<file path="src/rtl/cb_subtractor_seq_if.sv">
// Purpose : valid/ready operand and result bundle for cb_subtractor_seq.
// Signals : in_valid/in_ready/a/b       operand handshake (master -> slave)
//           out_valid/out_ready/diff    result handshake (slave -> master)
//           borrow/overflow/bypass_cnt  result flags
// Modports: master = producer/consumer side, slave = the subtractor.
interface cb_subtractor_seq_if #(
    parameter int WIDTH = 16
);
    localparam int CW = $clog2(WIDTH / 4 + 1);

    logic             in_valid;
    logic             in_ready;
    logic [WIDTH-1:0] a;
    logic [WIDTH-1:0] b;
    logic             out_valid;
    logic             out_ready;
    logic [WIDTH-1:0] diff;
    logic             borrow;
    logic             overflow;
    logic [CW-1:0]    bypass_cnt;

    modport master (
        output in_valid, a, b, out_ready,
        input  in_ready, out_valid, diff, borrow, overflow, bypass_cnt
    );

    modport slave (
        input  in_valid, a, b, out_ready,
        output in_ready, out_valid, diff, borrow, overflow, bypass_cnt
    );
endinterface

</file>
<file path="src/rtl/cb_subtractor_seq.sv">
// Purpose : block-serial two's-complement subtractor, diff = a + ~b + 1,
//           one 4-bit carry-bypass block per clock, valid/ready on both sides.
// Ports   : clk  rising-edge clock
//           rst  asynchronous active-high reset
//           bus  cb_subtractor_seq_if.slave (operands in, result + flags out)
//
// state   | meaning
// --------+-------------------------------------------------------------
// IDLE    | waiting for operands, in_ready=1
// RUN     | processing block idx, one 4-bit block per cycle
// DONE    | result valid, held until out_ready
module cb_subtractor_seq #(
    parameter int WIDTH = 16
) (
    input logic                 clk,
    input logic                 rst,
    cb_subtractor_seq_if.slave  bus
);
    localparam int NBLK = WIDTH / 4;
    localparam int IDXW = (NBLK > 1) ? $clog2(NBLK) : 1;
    localparam int CW   = $clog2(NBLK + 1);
    localparam int MSB  = WIDTH - 1;

    typedef enum logic [1:0] {
        ST_IDLE,
        ST_RUN,
        ST_DONE
    } state_t;

    state_t           state_q;
    logic [WIDTH-1:0] a_q;
    logic [WIDTH-1:0] bn_q;
    logic             carry_q;
    logic [IDXW-1:0]  idx_q;
    logic [WIDTH-1:0] diff_q;
    logic             borrow_q;
    logic             overflow_q;
    logic [CW-1:0]    bypass_cnt_q;
    logic             out_valid_q;

    logic [IDXW+1:0]  base;
    logic [3:0]       blk_a;
    logic [3:0]       blk_bn;
    logic [4:0]       sum_d;
    logic             bypass_d;
    logic             carry_d;
    logic             last_blk;
    logic             overflow_d;

    assign base     = {idx_q, 2'b00};
    assign blk_a    = a_q[base +: 4];
    assign blk_bn   = bn_q[base +: 4];
    assign sum_d    = {1'b0, blk_a} + {1'b0, blk_bn} + {4'b0000, carry_q};
    // All four propagate bits set: the incoming carry passes straight through.
    // The sum bits still come from the ripple result, so the outcome matches.
    assign bypass_d = &(blk_a ^ blk_bn);
    assign carry_d  = bypass_d ? carry_q : sum_d[4];
    assign last_blk = (idx_q == IDXW'(NBLK - 1));
    // b's sign is the inverse of the latched ~b MSB; the result MSB is the
    // top bit of the final block's sum.
    assign overflow_d = (a_q[MSB] != ~bn_q[MSB]) && (sum_d[3] != a_q[MSB]);

    always_ff @(posedge clk or posedge rst) begin
        if (rst) begin
            state_q      <= ST_IDLE;
            a_q          <= '0;
            bn_q         <= '0;
            carry_q      <= 1'b1;
            idx_q        <= '0;
            diff_q       <= '0;
            borrow_q     <= 1'b0;
            overflow_q   <= 1'b0;
            bypass_cnt_q <= '0;
            out_valid_q  <= 1'b0;
        end else begin
            case (state_q)
                ST_IDLE: begin
                    if (bus.in_valid) begin
                        a_q          <= bus.a;
                        bn_q         <= ~bus.b;
                        carry_q      <= 1'b1;
                        idx_q        <= '0;
                        bypass_cnt_q <= '0;
                        diff_q       <= '0;
                        state_q      <= ST_RUN;
                    end
                end
                ST_RUN: begin
                    diff_q[base +: 4] <= sum_d[3:0];
                    carry_q           <= carry_d;
                    if (bypass_d) begin
                        bypass_cnt_q <= bypass_cnt_q + CW'(1);
                    end
                    if (last_blk) begin
                        idx_q       <= '0;
                        state_q     <= ST_DONE;
                        out_valid_q <= 1'b1;
                        borrow_q    <= ~carry_d;
                        overflow_q  <= overflow_d;
                    end else begin
                        idx_q <= idx_q + IDXW'(1);
                    end
                end
                ST_DONE: begin
                    if (bus.out_ready) begin
                        out_valid_q <= 1'b0;
                        state_q     <= ST_IDLE;
                    end
                end
                default: begin
                    state_q <= ST_IDLE;
                end
            endcase
        end
    end

    // Held low while reset is asserted so nothing is accepted during reset.
    assign bus.in_ready   = (state_q == ST_IDLE) && !rst;
    assign bus.out_valid  = out_valid_q;
    assign bus.diff       = diff_q;
    assign bus.borrow     = borrow_q;
    assign bus.overflow   = overflow_q;
    assign bus.bypass_cnt = bypass_cnt_q;
endmodule
</file>
<file path="src/flat_wrapper.sv">
// flat-port wrapper written by rule: the top's interface ports become plain ports
module cb_subtractor_seq_flat 
#(
    parameter int WIDTH = 16
)
  (clk, rst, bus_in_valid, bus_a, bus_b, bus_out_ready, bus_in_ready, bus_out_valid, bus_diff, bus_borrow, bus_overflow, bus_bypass_cnt);
  cb_subtractor_seq_if #(.WIDTH(WIDTH)) bus_i ();
  input logic clk;
  input logic rst;
  input wire logic [$bits(bus_i.in_valid)-1:0] bus_in_valid;
  input wire logic [$bits(bus_i.a)-1:0] bus_a;
  input wire logic [$bits(bus_i.b)-1:0] bus_b;
  input wire logic [$bits(bus_i.out_ready)-1:0] bus_out_ready;
  output wire logic [$bits(bus_i.in_ready)-1:0] bus_in_ready;
  output wire logic [$bits(bus_i.out_valid)-1:0] bus_out_valid;
  output wire logic [$bits(bus_i.diff)-1:0] bus_diff;
  output wire logic [$bits(bus_i.borrow)-1:0] bus_borrow;
  output wire logic [$bits(bus_i.overflow)-1:0] bus_overflow;
  output wire logic [$bits(bus_i.bypass_cnt)-1:0] bus_bypass_cnt;
  assign bus_i.in_valid = bus_in_valid;
  assign bus_i.a = bus_a;
  assign bus_i.b = bus_b;
  assign bus_i.out_ready = bus_out_ready;
  assign bus_in_ready = bus_i.in_ready;
  assign bus_out_valid = bus_i.out_valid;
  assign bus_diff = bus_i.diff;
  assign bus_borrow = bus_i.borrow;
  assign bus_overflow = bus_i.overflow;
  assign bus_bypass_cnt = bus_i.bypass_cnt;
  cb_subtractor_seq #(.WIDTH(WIDTH)) u_core (.clk(clk), .rst(rst), .bus(bus_i));
endmodule
</file>
<file path="config.mk">
export PLATFORM = sky130hd
export DESIGN_NAME = cb_subtractor_seq_flat
export DESIGN_NICKNAME = d
export VERILOG_FILES = /design/src/rtl/cb_subtractor_seq_if.sv /design/src/rtl/cb_subtractor_seq.sv /design/src/flat_wrapper.sv
export SDC_FILE = /design/constraint.sdc
export NUM_CORES = 1
export LEC_CHECK = 0
export ABC_AREA = 1
export BUFFER_PORTS_ARGS = -buffer_cell sky130_fd_sc_hd__buf_2
export CAP_MARGIN = 20
export CORE_ASPECT_RATIO = 1.75
export CORE_UTILIZATION = 54
export DETAILED_ROUTE_END_ITERATION = 7
export PLACE_DENSITY = 0.79
export SETUP_SLACK_MARGIN = 0.05
export SYNTH_ARGS = -nofsm -noshare
export SYNTH_HDL_FRONTEND = slang
export SYNTH_SLANG_ARGS = --single-unit
</file>
<file path="constraint.sdc">
create_clock -name clk -period 3.3 [get_ports clk]
set_input_delay 0.99 -clock clk [delete_from_list [all_inputs] [get_ports clk]]
set_output_delay 0.99 -clock clk [all_outputs]
set_load 0.005 [all_outputs]
</file>
---- Word-level counts from Yosys, hierarchy flattened ----
Index checks and enable logic that the tools add are counted.
word-level totals
  register bits after elaboration ......... 59
  bits in latches ......................... 0
  memory bits (writable) .................. 0
  memory bits (read-only) ................. 0
  output and inout port bits .............. 23
  memories ................................ 0
operators by class
  add/sub/neg operators ................... 5
  $mul .................................... 0
  divide/modulo/power cells ............... 0
  order comparisons ....................... 0
  equality and inequality tests ........... 9
  shift operators ......................... 4
  mux-type cells .......................... 19
  bitwise operators ....................... 4
  reduce and logical (&&, ||, !) cells .... 13
operators with widths
  operator                                               number
  case mux 16 bit (2 select lines)                       1
  variable part select 16 x 5 -> 4 bit                   2
  bitwise mux 16 bit                                     1
  2-to-1 mux 16 bit                                      1
  NOT 16 bit                                             1
  variable shift 4 x 6 -> 16 bit (first input constant)  1
  variable part select 4 x 6 -> 16 bit                   1
  2-to-1 mux 2 bit                                       5
  AND reduction 3 bit                                    3
  2-to-1 mux 3 bit                                       2
  negator 4 -> 6 bit                                     1
  case mux 2 bit (3 select lines)                        1
  case mux 3 bit (2 select lines)                        1
  AND reduction 2 bit                                    3
  adder 4 x 4 -> 5 bit                                   1
  adder 5 x 1 -> 5 bit                                   1
  == test 2 bit (second input constant)                  2
  2-to-1 mux 1 bit                                       4
  != test 2 x 1 -> 1 bit (second input constant)         2
  != test 2 bit (second input constant)                  2
  case mux 1 bit (2 select lines)                        2
  case mux 2 bit (2 select lines)                        1
  AND reduction 4 bit                                    1
  nonzero test 2 bit                                     2
  other kinds (9)                                        12

---- Logic depth before layout (Yosys ltp) ----
Gate-level depths: netlist of the first run.
  word-level depth ........................ 6
  depth in mapped cells ................... 13

---- Least setup slack after synthesis of the first run ----
Ideal clock, no wire load.
  path type ............................... reg-to-reg
  start point ............................. register u_core.idx_q[0]
  end point ............................... register u_core.carry_q
  arrival time ............................ 2283 ps
  required time ........................... 3228 ps
  slack ................................... 945 ps
  stages on the path, launching flop included .. 14
  buffers on the path ..................... 2
  clock period less this slack ............ 2355 ps
  path through ............................ dfrtp_1 -> clkbuf_2 -> inv_1 -> buf_2 -> nor2_1 -> o22ai_1 -> fa_1 -> fa_1 -> nand2_1 -> a21oi_1 -> o21ai_0 -> nand3_1 -> nand2_1 -> inv_1
between the ends
  longest elaborated chain between the ends .. 5
ends and longest elaborated chain
  element                                                             line                                              text
  from (decl)                                                         cb_subtractor_seq.sv:34                           logic [IDXW-1:0] idx_q;
  from (signal assigned)                                              cb_subtractor_seq.sv:101                          idx_q <= idx_q + IDXW'(1);
  variable part select 16 x 5 -> 4 bit (on tied branches)             cb_subtractor_seq.sv:51, cb_subtractor_seq.sv:52
  adder 4 x 4 -> 5 bit / bitwise XOR 4 bit (equally long branches)    cb_subtractor_seq.sv:53, cb_subtractor_seq.sv:56
  adder 5 x 1 -> 5 bit / AND reduction 4 bit (equally long branches)  cb_subtractor_seq.sv:53, cb_subtractor_seq.sv:56
  2-to-1 mux 1 bit (*)                                                cb_subtractor_seq.sv:57                           assign carry_d = bypass_d ? carry_q : sum_d[4];
  case mux 1 bit (2 select lines) (*)                                 cb_subtractor_seq.sv:76                           case (state_q)
  to (signal assigned)                                                cb_subtractor_seq.sv:90                           carry_q <= carry_d;
  to (decl)                                                           cb_subtractor_seq.sv:33                           logic carry_q;
Every way passes the cells marked *; elsewhere a longest branch is shown, timed or not.
A chain may end at the register's enable or synchronous reset.

---- Worst setup path in the final report of the first run ----
Same ends and word-level chain as after synthesis.

==> metrics.csv, run 1 <==
stage;metric;value;unit
run_status;status;finished, final reports clean;
die;initial core utilization;56.31;%
placed_design;DP HPWL;4393;um
synth;post-synthesis sequential area ratio;52.72;%
final_layout;Ant. Diodes;0;
power;part of the power in combinational logic;49.8;%
timing;final setup vio count;0;
power;Power Dens Cells;1111;nW/um2
detailed_routing;DR iter-0 viols;67;
detailed_routing;DR pass1 iterations;4;
worst_setup_path;worst endpoint required time;3.57;ns
worst_hold_path;HP Start;u_core.bus.diff[7]$_DFFE_PP0P_;
worst_setup_path;worst-path cell chain;inv_1, o21ai_0, o22ai_1, fa_1, fa_1, nand2_1, a21oi_1, o21ai_0, nand3_1, nand2_1, inv_1;
final_layout;commonest non-fill, non-tap cell in the layout;nand2_1;
final_layout;Layout area overhead;18.13;%
timing;Final Hold Fails;0;
global_route;vias in the first global route;2372;
detailed_routing;Wirelength per Cell;13.31;um
timing;min cycle time layout;2.739;ns
placed_design;Placer Congestion;0.9278;
power;P_leak;1.788;nW
die;area of the die;5494;um2
power;switching share of power;45.37;%
synth;mean post-synth cell area;8.416;um2
clock_tree;Clk Tree Root Cell;clkbuf_8;
clock_tree;cts hold-fix bufs;0;
clock_tree;Clock Path Buffers;2;
global_route;global-route wire length before repair;10150;um
synth;synth top area cells;dfrtp_1 52%, nand2_1 16%, o21ai_0 7.0%;
timing;Worst-Margin Slew;0.5948;ns
worst_setup_path;worst setup path class;reg2reg;
power;P_sw;0.001669;W
global_route;remaining global-route overflow;0;
worst_setup_path;top cell family by delay on the critical path;adder cells;
clock_tree;H-Tree Depth;3;
timing;Worst Skew;0.005721;ns
synth;number of synthesized flops with an enable pin;0;
worst_setup_path;crit path DAT;3.01;ns
power;sequential share of power;34.1;%
clock_tree;postcts setup bufs;0;
detailed_routing;drc violations;0;
detailed_routing;final wirelength;6001;um
clock_tree;clk_lat worst skew;0.33;ns
synth;Yosys top cell area share;51.79;%
worst_setup_path;crit path buf inv count;2;
synth;Ys Warns;0;
worst_setup_path;FF-to-FF Start;u_core.idx_q[0]$_DFFE_PP0P_;
worst_setup_path;critical path endpoint category;register;
timing;worst relative slew slack;60.29;%
clock_tree;Reg clk slew, reported paths;0.06;ns
global_route;antenna violations before repair;0;
die;Die Y-Extent;97.31;um
die;Core Area;4977;um2
clock_tree;CTS Buf Count;9;
die;std cell rows;34;
synth;Synth area leader;dfrtp_1;
worst_setup_path;Largest stage delay, worst path;0.51;ns
flow_run;Max-cap violations;0;
synth;synthesized area;2803;um2
clock_tree;CTS tree;yes;
final_layout;Final nets;440;
placed_design;pre-CTS WS;0.6227;ns
global_route;largest net degree at the start of global routing;56;
synth;Mapped Cells;333;
worst_setup_path;Setup crit start;u_core.idx_q[0]$_DFFE_PP0P_;
timing;Final TNS setup;0;ns
placed_design;Port Buffers;58;
synth;register bit total from synthesis;59;
worst_setup_path;startpoint types;register;
timing;fin. max-slew vios;0;
detailed_routing;DR vias/cell;5.188;
final_layout;layout cells sized above 1;22.67;%
timing;worst setup margin;0.5611;ns
power;Pint;0.002010;W
timing;crit share post-route;83.00;%
detailed_routing;antenna-violating nets left;0;
clock_tree;# clock sinks;59;
worst_setup_path;Crit Path Max Fanout;19;
synth;asr flop ratio synth;100.0;%
synth;prevailing post-synth register cell;dfrtp_1;
synth;syn_nets;380;
synth;Netlist cell types;26;
timing;unrepaired setup endpoints after global routing;false;
die;I/O pins;59;
global_route;gr usage total;23.85;%
timing;Max Fclk;365.1;MHz
power;Max IR drop VDD;0.0007794;V
final_layout;most frequent cells in the layout;116 x nand2_1, 58 x buf_2, 58 x dfrtp_1;
die;Die Width;56.46;um
clock_tree;Post-CTS Resized;0;
worst_hold_path;worst min path class;reg2reg;
power;clock group share of total power;16.0;%
worst_setup_path;Worst path slowest cell;dfrtp_1;
detailed_routing;vias;2340;
-- cells by family after synthesis --
| logic type | Yosys count | synth area share [%] |
|---|---|---|
| simple gates | 163 | 24.20 |
| compound gates | 63 | 11.96 |
| flops | 59 | 52.72 |
| buf+inv | 36 | 5.357 |
| fa+ha+maj | 11 | 5.447 |
| xor+xnor | 1 | 0.3126 |
-- per-stage QoR --
stage / power (W) / cells / hold WS, ns / utilization [%] / cell area, um2
floorplan: 0.002585 / 333 / 0.4436 / - / 2803
global placement: 0.003011 / 436 / 0.4520 / 62.92 / 3132
detailed placement: 0.003066 / 436 / 0.4597 / 62.92 / 3132
CTS: 0.003687 / 451 / 0.4777 / 66.52 / 3311
global route: 0.003999 / 451 / 0.5000 / 66.52 / 3311
finish: 0.003679 / 451 / 0.4754 / 66.52 / 3311
-- registers in the layout (all words and copies together) (netlist names) --
signal / count
u_core.a_q: 16
u_core.bn_q: 16
u_core.bus.diff: 16
u_core.bus.bypass_cnt: 3
u_core.idx_q: 2
u_core.state_q: 2
u_core.bus.borrow: 1
u_core.bus.out_valid: 1
u_core.bus.overflow: 1
u_core.carry_q: 1
-- cells in the mapped netlist, types with 2 or more instances --
cell	n
nand2_1	116
dfrtp_1	58
o21ai_0	39
nor2_1	21
inv_1	18
nand3_1	13
ha_1	9
o21ai_1	9
o22ai_1	8
inv_2	7
buf_2	5
nand4_1	4
nor2_2	4
o31ai_1	4
a21oi_1	3
clkbuf_1	3
buf_4	2
fa_1	2
-- routing by layer --
metal,track usage (%),share of wire [%],vias up
met2,42.08,53,61
met1,25.59,39,1059
li1,-,-,1203
met4,14.07,3.7,0
met3,4.527,4.3,17
met5,0,0,-
-- power groups by stage --
stage / Sequential (W) / Combinational (W) / Clock, W
floorplan: 0.00119 / 0.00139 / 0
global placement: 0.00126 / 0.00175 / 0
detailed placement: 0.00127 / 0.00180 / 0
CTS: 0.00126 / 0.00183 / 0.000603
global route: 0.00129 / 0.00208 / 0.000622
finish: 0.00126 / 0.00183 / 0.000590
-- worst paths after layout --
path	end	slack, ns	depth (start not counted)
setup / recovery	u_core.carry_q$_DFFE_PP1P_	0.56	11
hold / removal	u_core.bus.diff[7]$_DFFE_PP0P_	0.48	2
setup reg to reg	u_core.carry_q$_DFFE_PP1P_	0.56	11
hold reg to reg	u_core.bus.diff[7]$_DFFE_PP0P_	0.48	2
max in group asynchronous	u_core.carry_q$_DFFE_PP1P_	1.94	3
min in group asynchronous	u_core.bus.overflow$_DFFE_PP0P_	0.73	2
-- final cells by class --
| class | instances | area (um2) |
|---|---|---|
| fillers | 409 | 1667 |
| flip-flops and latches | 59 | 1478 |
| multi-input cells | 238 | 1175 |
| repair buffers | 60 | 317.8 |
| clock buffers | 13 | 168.9 |
| inverters | 25 | 93.84 |
| well taps | 54 | 67.56 |
| clock inverters | 2 | 10.01 |
-- tightest hold or removal path, cell delays in order, from the launching register on --
cell and delay, ns:
dfrtp_1 0.34, nand2_1 0.05, nand2_1 0.05
No activity file was read; power rests on OpenSTA's default activity.
==> inputs of run 2 (changes only) <==
==> constraint.sdc (replaced) <==
create_clock -name clk -period 2.9 [get_ports clk]
set_input_delay 0.87 -clock clk [delete_from_list [all_inputs] [get_ports clk]]
set_output_delay 0.87 -clock clk [all_outputs]
set_load 0.005 [all_outputs]
==> metrics.csv, run 2 (same netlist as run 1, synthesis figures left out) <==
stage;metric;value;unit;change
final_layout;Final nets;442;;was 440
clock_tree;H-Tree Depth;3;;unchanged
die;area of the die;5494;um2;unchanged
final_layout;commonest non-fill, non-tap cell in the layout;nand2_1;;unchanged
timing;crit share post-route;91.40;%;was 83.00%
placed_design;Port Buffers;58;;unchanged
die;Core Area;4977;um2;unchanged
detailed_routing;antenna-violating nets left;0;;unchanged
worst_hold_path;HP Start;u_core.bus.out_valid$_DFFE_PP0P_;;was u_core.bus.diff[7]$_DFFE_PP0P_
worst_setup_path;crit path DAT;2.92;ns;was 3.01 ns
clock_tree;Clock Path Buffers;2;;unchanged
clock_tree;Reg clk slew, reported paths;0.07;ns;was 0.06 ns
clock_tree;postcts setup bufs;0;;unchanged
flow_run;Max-cap violations;0;;unchanged
global_route;vias in the first global route;2384;;was 2372
clock_tree;CTS tree;yes;;unchanged
die;I/O pins;59;;unchanged
timing;Worst-Margin Slew;0.6250;ns;was 0.5948 ns
final_layout;filler instances;436;;was 409
run_status;status;finished, final reports clean;;unchanged
clock_tree;# clock sinks;59;;unchanged
detailed_routing;DR vias/cell;5.340;;was 5.188
worst_setup_path;critical path endpoint category;register;;unchanged
final_layout;Util after Layout;66.82;%;was 66.52%
global_route;antenna violations before repair;0;;unchanged
timing;min cycle time layout;2.651;ns;was 2.739 ns
placed_design;Placer Congestion;0.9095;;was 0.9278
worst_setup_path;R2R Path End;u_core.carry_q$_DFFE_PP1P_;;unchanged
power;Power Dens Cells;1273;nW/um2;was 1111 nW/um2
final_layout;Layout area overhead;18.66;%;was 18.13%
global_route;global-route wire length before repair;10620;um;was 10150 um
clock_tree;CTS Buf Count;9;;unchanged
global_route;remaining global-route overflow;0;;unchanged
final_layout;layout cells sized above 1;23.06;%;was 22.67%
power;Max IR drop VDD;0.0007833;V;was 0.0007794 V
worst_setup_path;Crit Path Max Fanout;14;;was 19
worst_setup_path;FF-to-FF Start;u_core.idx_q[0]$_DFFE_PP0P_;;unchanged
die;Die Y-Extent;97.31;um;unchanged
timing;fin. max-slew vios;0;;unchanged
global_route;gr usage total;25.23;%;was 23.85%
global_route;largest net degree at the start of global routing;32;;was 56
clock_tree;clk_lat worst skew;0.33;ns;about the same
detailed_routing;drc violations;0;;unchanged
timing;unrepaired setup endpoints after global routing;false;;unchanged
placed_design;DP HPWL;4602;um;was 4393 um
timing;Worst Skew;0.01025;ns;was 0.005721 ns
die;std cell rows;34;;unchanged
power;P_leak;1.797;nW;was 1.788 nW
clock_tree;Clk Tree Root Cell;clkbuf_8;;unchanged
timing;Max Fclk;377.3;MHz;was 365.1 MHz
worst_setup_path;cells on worst reg2reg path;11;;unchanged
clock_tree;cts hold-fix bufs;0;;unchanged
worst_setup_path;worst endpoint required time;3.17;ns;was 3.57 ns
worst_hold_path;Worst Hold Depth;2;;unchanged
timing;worst relative slew slack;58.27;%;was 60.29%
detailed_routing;DR iter-0 viols;42;;was 67
timing;Final Hold Fails;0;;unchanged
worst_setup_path;startpoint types;register;;unchanged
die;Die Width;56.46;um;unchanged
worst_hold_path;Hold Path Sink;u_core.bus.out_valid$_DFFE_PP0P_;;was u_core.bus.diff[7]$_DFFE_PP0P_
final_layout;Ant. Diodes;0;;unchanged
clock_tree;Post-CTS Resized;0;;unchanged
detailed_routing;Wirelength per Cell;13.57;um;was 13.31 um
detailed_routing;final wirelength;6147;um;was 6001 um
worst_hold_path;worst min path class;reg2reg;;unchanged
detailed_routing;vias;2419;;was 2340
timing;final setup vio count;0;;unchanged
die;initial core utilization;56.31;%;unchanged
timing;Final TNS setup;0;ns;unchanged
final_layout;most frequent cells in the layout;116 x nand2_1, 58 x buf_2, 58 x dfrtp_1;;unchanged
worst_setup_path;Worst R2R Setup Slack;0.25;ns;was 0.56 ns
detailed_routing;DR pass1 iterations;4;;unchanged
worst_setup_path;worst setup path class;reg2reg;;unchanged
==> run 2: worst max-delay path by stage <==
stage                                      from                         endpoint  slack, ns  depth (start not counted)
floorplan           u_core.idx_q[0]$_DFFE_PP0P_       u_core.carry_q$_DFFE_PP1P_       0.54                         13
global placement    u_core.idx_q[0]$_DFFE_PP0P_  u_core.bus.diff[14]$_DFFE_PP0P_       0.39                          9
detailed placement  u_core.idx_q[0]$_DFFE_PP0P_       u_core.carry_q$_DFFE_PP1P_       0.28                         11
CTS                 u_core.idx_q[0]$_DFFE_PP0P_       u_core.carry_q$_DFFE_PP1P_       0.28                         11
global route        u_core.idx_q[0]$_DFFE_PP0P_       u_core.carry_q$_DFFE_PP1P_       0.06                         11
finish              u_core.idx_q[0]$_DFFE_PP0P_       u_core.carry_q$_DFFE_PP1P_       0.25                         11
==> run 2: metal layers <==
| layer | GRT usage (%) | part of all wire [%] |
|---|---|---|
| met4 | 14.26 | 3.4 |
| met2 | 44.25 | 54 |
| met3 | 4.261 | 3.1 |
| met5 | 0 | 0 |
| met1 | 27.99 | 39 |
==> run 2: worst max-delay path: stages, from the launching register on <==
cell     delay, ns
dfrtp_1       0.56
inv_1         0.25
o21ai_0       0.20
o22ai_1       0.13
fa_1          0.44
fa_1          0.42
nand2_1       0.09
a21oi_1       0.05
o21ai_0       0.22
nand3_1       0.11
nand2_1       0.07
inv_1         0.03
==> run 2: area by class of cell <==
| cell class | instances | area (um2) | area share [%] |
|---|---|---|---|
| repair buffers | 62 | 332.8 | 10.01 |
| well taps | 54 | 67.56 | 2.032 |
| clock inverters | 2 | 10.01 | 0.3010 |
| inverters | 25 | 93.84 | 2.822 |
| flip-flops and latches | 59 | 1478 | 44.43 |
| clock buffers | 13 | 168.9 | 5.079 |
| multi-input cells | 238 | 1175 | 35.33 |
==> run 2: where the power goes <==
| part | leakage, nW | internal [W] | switching, W |
|---|---|---|---|
| sequential | 0.754 | 0.00118 | 0.000253 |
| combinational | 0.947 | 0.000760 | 0.00137 |
| clock | 0.0953 | 0.000373 | 0.000304 |
==> run 2: through the flow <==
stage	power, W	std cells	hold WS [ns]	area, um2	setup slack [ns]
floorplan	0.002941	333	0.4436	2803	0.5449
global placement	0.003490	438	0.4534	3147	0.3945
detailed placement	0.003545	438	0.4595	3147	0.2773
CTS	0.004229	453	0.4767	3326	0.2752
global route	0.004636	453	0.4880	3326	0.05782
finish	0.004232	453	0.4706	3326	0.2493
==> inputs of run 3 (changes only) <==
--- a/config.mk
+++ b/config.mk
@@ -5,7 +5,6 @@
 export SDC_FILE = /design/constraint.sdc
 export NUM_CORES = 1
 export LEC_CHECK = 0
-export ABC_AREA = 1
 export BUFFER_PORTS_ARGS = -buffer_cell sky130_fd_sc_hd__buf_2
 export CAP_MARGIN = 20
 export CORE_ASPECT_RATIO = 1.75
==> metrics.csv, run 3 <==
stage;metric;value;unit;change
run_status;status;finished, final reports clean;;unchanged
clock_tree;H-Tree Depth;3;;unchanged
placed_design;Placer Congestion;0.8418;;was 0.9095
timing;Worst Skew;0.009056;ns;was 0.01025 ns
synth;count leader, synth;nand2_1;;unchanged
synth;Ys Warns;0;;unchanged
synth;syn_nets;303;;was 380
placed_design;pre-CTS WS;0.1924;ns;was 0.2773 ns
worst_setup_path;worst-path cell chain;buf_4, mux4_2, ha_1, a21oi_1, a21oi_1, or4_1, a41oi_1;;was inv_1, o21ai_0, o22ai_1, fa_1, fa_1, nand2_1, a21oi_1, o21ai_0, nand3_1, nand2_1, inv_1
clock_tree;clk_lat worst skew;0.34;ns;was 0.33 ns
worst_setup_path;Worst path slowest cell;mux4_2;;was dfrtp_1
final_layout;Register Area;1479;um2;was 1478 um2
detailed_routing;DR vias/cell;5.602;;was 5.340
detailed_routing;DR pass1 iterations;4;;unchanged
worst_setup_path;worst setup path class;reg2reg;;unchanged
die;Die Y-Extent;95.85;um;was 97.31 um
detailed_routing;antenna-violating nets left;0;;unchanged
detailed_routing;Wirelength per Cell;15.40;um;was 13.57 um
timing;crit share post-route;91.25;%;was 91.40%
worst_setup_path;Largest stage delay, worst path;0.51;ns;was 0.56 ns
global_route;remaining global-route overflow;0;;unchanged
placed_design;placed cell count;359;;was 438
global_route;global-route wire length before repair;9121;um;was 10620 um
synth;register bit total from synthesis;59;;unchanged
worst_hold_path;worst min path class;reg2reg;;unchanged
timing;worst hold slack;0.4704;ns;was 0.4706 ns
global_route;vias in the first global route;1949;;was 2384
global_route;antenna violations before repair;0;;unchanged
power;P_leak;1.685;nW;was 1.797 nW
worst_setup_path;worst endpoint required time;3.15;ns;was 3.17 ns
final_layout;most frequent cells in the layout;81 x nand2_1, 58 x buf_2, 57 x dfrtp_1;;was 116 x nand2_1, 58 x buf_2, 58 x dfrtp_1
die;initial core utilization;57.23;%;was 56.31%
final_layout;Ant. Diodes;0;;unchanged
power;Power Dens Cells;1221;nW/um2;was 1273 nW/um2
synth;Mapped Cells;256;;was 333
final_layout;Multi-input gate area;1174;um2;was 1175 um2
synth;Synth top cells by count;81 x nand2_1, 58 x dfrtp_1, 18 x o21ai_0, 17 x a22o_1;;was 116 x nand2_1, 58 x dfrtp_1, 39 x o21ai_0, 21 x nor2_1, 18 x inv_1
worst_setup_path;crit path DAT;2.90;ns;was 2.92 ns
timing;worst setup margin;0.2537;ns;was 0.2493 ns
clock_tree;Clock Path Buffers;2;;unchanged
synth;Netlist cell types;36;;was 26
worst_setup_path;critical path endpoint category;register;;unchanged
worst_setup_path;cells on worst reg2reg path;7;;was 11
clock_tree;CTS tree;yes;;unchanged
timing;unrepaired setup endpoints after global routing;false;;unchanged
timing;Final TNS setup;0;ns;unchanged
clock_tree;CTS Buf Count;9;;unchanged
final_layout;Final nets;365;;was 442
clock_tree;cts hold-fix bufs;0;;unchanged
clock_tree;Reg clk slew, reported paths;0.06;ns;was 0.07 ns
power;Max IR drop VDD;0.0007046;V;was 0.0007833 V
final_layout;commonest non-fill, non-tap cell in the layout;nand2_1;;unchanged
placed_design;DP HPWL;4339;um;was 4602 um
synth;asr flop ratio synth;100.0;%;unchanged
die;I/O pins;59;;unchanged
timing;fin. max-slew vios;0;;unchanged
detailed_routing;final wirelength;5761;um;was 6147 um
die;Die Width;55.63;um;was 56.46 um
final_layout;filler instances;394;;was 436
synth;Yosys top cell area share;53.41;%;was 51.79%
synth;Synth area leader;dfrtp_1;;unchanged
timing;Final Hold Fails;0;;unchanged
final_layout;Layout area overhead;19.11;%;was 18.66%
timing;final setup vio count;0;;unchanged
global_route;gr usage total;23.55;%;was 25.23%
worst_setup_path;Most common cell on crit path;a21oi_1;;
worst_setup_path;Crit Path Max Fanout;6;;was 14
synth;mean post-synth cell area;10.62;um2;was 8.416 um2
synth;synthesized area;2718;um2;was 2803 um2
detailed_routing;vias;2095;;was 2419
timing;Max Fclk;377.9;MHz;was 377.3 MHz
worst_setup_path;startpoint types;register;;unchanged
flow_run;Max-cap violations;0;;unchanged
timing;min cycle time layout;2.646;ns;was 2.651 ns
synth;synth top area cells;dfrtp_1 53%, nand2_1 11%, mux4_2 6.6%;;was dfrtp_1 52%, nand2_1 16%, o21ai_0 7.0%
global_route;largest net degree at the start of global routing;51;;was 32
die;Core Area;4748;um2;was 4977 um2
synth;number of synthesized flops with an enable pin;0;;unchanged
clock_tree;# clock sinks;59;;unchanged
synth;prevailing post-synth register cell;dfrtp_1;;unchanged
die;area of the die;5331;um2;was 5494 um2
timing;worst relative slew slack;58.98;%;was 58.27%
detailed_routing;drc violations;0;;unchanged
detailed_routing;DR iter-0 viols;68;;was 42
worst_hold_path;Worst Hold Depth;2;;unchanged
clock_tree;postcts setup bufs;0;;unchanged
clock_tree;Post-CTS Resized;0;;unchanged
die;std cell rows;33;;was 34
timing;Worst-Margin Slew;0.6145;ns;was 0.6250 ns
final_layout;layout cells sized above 1;28.57;%;was 23.06%
power;Power, Total;0.003952;W;was 0.004232 W
clock_tree;Clk Tree Root Cell;clkbuf_8;;unchanged
final_layout;Non-Filler Instances;374;;was 453
synth;post-synthesis sequential area ratio;54.37;%;was 52.72%
placed_design;Port Buffers;58;;unchanged
==> run 3: cell count changes after synthesis, sizes merged, moves of 4 or more <==
cell / delta
nor2: -17
mux4: +8
a22o: +17
o22ai: -8
nand3: -11
a21oi: +5
nand2: -37
clkbuf: +4
o21ai: -30
inv: -21
==> run 3: area by class of cell <==
type	count	share of cell area (%)
sequential	59	45.69
multi-input combinational	180	36.26
timing repair buffer	63	10.51
clock buffer	12	4.484
tap	52	2.010
inverter	5	0.5798
clock inverter	3	0.4639
==> run 3: path summary, 6_finish.rpt <==
path / from / to / slack, ns
max reg2reg: u_core.idx_q[0]$_DFFE_PP0P_ / u_core.bus.overflow$_DFFE_PP0P_ / 0.25
max in group asynchronous: rst / u_core.carry_q$_DFFE_PP1P_ / 1.65
min reg2reg: u_core.a_q[11]$_DFFE_PP0P_ / u_core.a_q[11]$_DFFE_PP0P_ / 0.47
min: u_core.a_q[11]$_DFFE_PP0P_ / u_core.a_q[11]$_DFFE_PP0P_ / 0.47
max: u_core.idx_q[0]$_DFFE_PP0P_ / u_core.bus.overflow$_DFFE_PP0P_ / 0.25
min in group asynchronous: rst / u_core.state_q[0]$_DFFE_PP0P_ / 0.61
==> run 3: logic make-up (layout without fill, tap and decap cells) <==
logic type	Yosys count	in the layout	synth area share [%]
DFF	59	59	54.37
AOI/OAI and AO/OA	52	52	12.85
xor gates and xnor gates	2	2	0.6447
adders and majority gates	11	11	5.617
and+or+nand+nor	106	106	16.90
buffers and inverters	17	83	2.624
muxes	9	9	6.998
==> run 3: power breakdown <==
part	total (W)	switching (W)	internal, W	leakage (nW)
clock	0.000624	0.000300	0.000324	0.0860
sequential	0.00143	0.000263	0.00116	0.756
combinational	0.00190	0.00109	0.000810	0.843
==> run 3: per-stage QoR <==
step	utilization (%)	cell area (um2)
after global routing	68.17	3237
after CTS	68.04	3231
after detailed placement	64.66	3070
after floorplan	-	2718
after global placement	64.66	3070
final	68.17	3237
==> run 3: layer usage <==
| metal | global-route usage, % | part of all wire (%) | wire [um] | up-vias |
|---|---|---|---|---|
| met5 | 0 | 0 | 0 | - |
| met4 | 15.83 | 4.7 | 269 | 0 |
| met3 | 7.124 | 4.1 | 238 | 27 |
| met2 | 40.76 | 54 | 3111 | 69 |
| met1 | 24.55 | 37 | 2141 | 984 |
| li1 | - | - | - | 1015 |
==> run 3: critical path: cells and delay by family, from the launching register on <==
| kind | cells | cell delay (ns) |
|---|---|---|
| muxes | 1 | 0.51 |
| buffers and inverters | 1 | 0.19 |
| and+or+nand+nor | 1 | 0.47 |
| AOI/OAI and AO/OA | 3 | 0.57 |
| DFF | 1 | 0.42 |
| adders and majority gates | 1 | 0.40 |
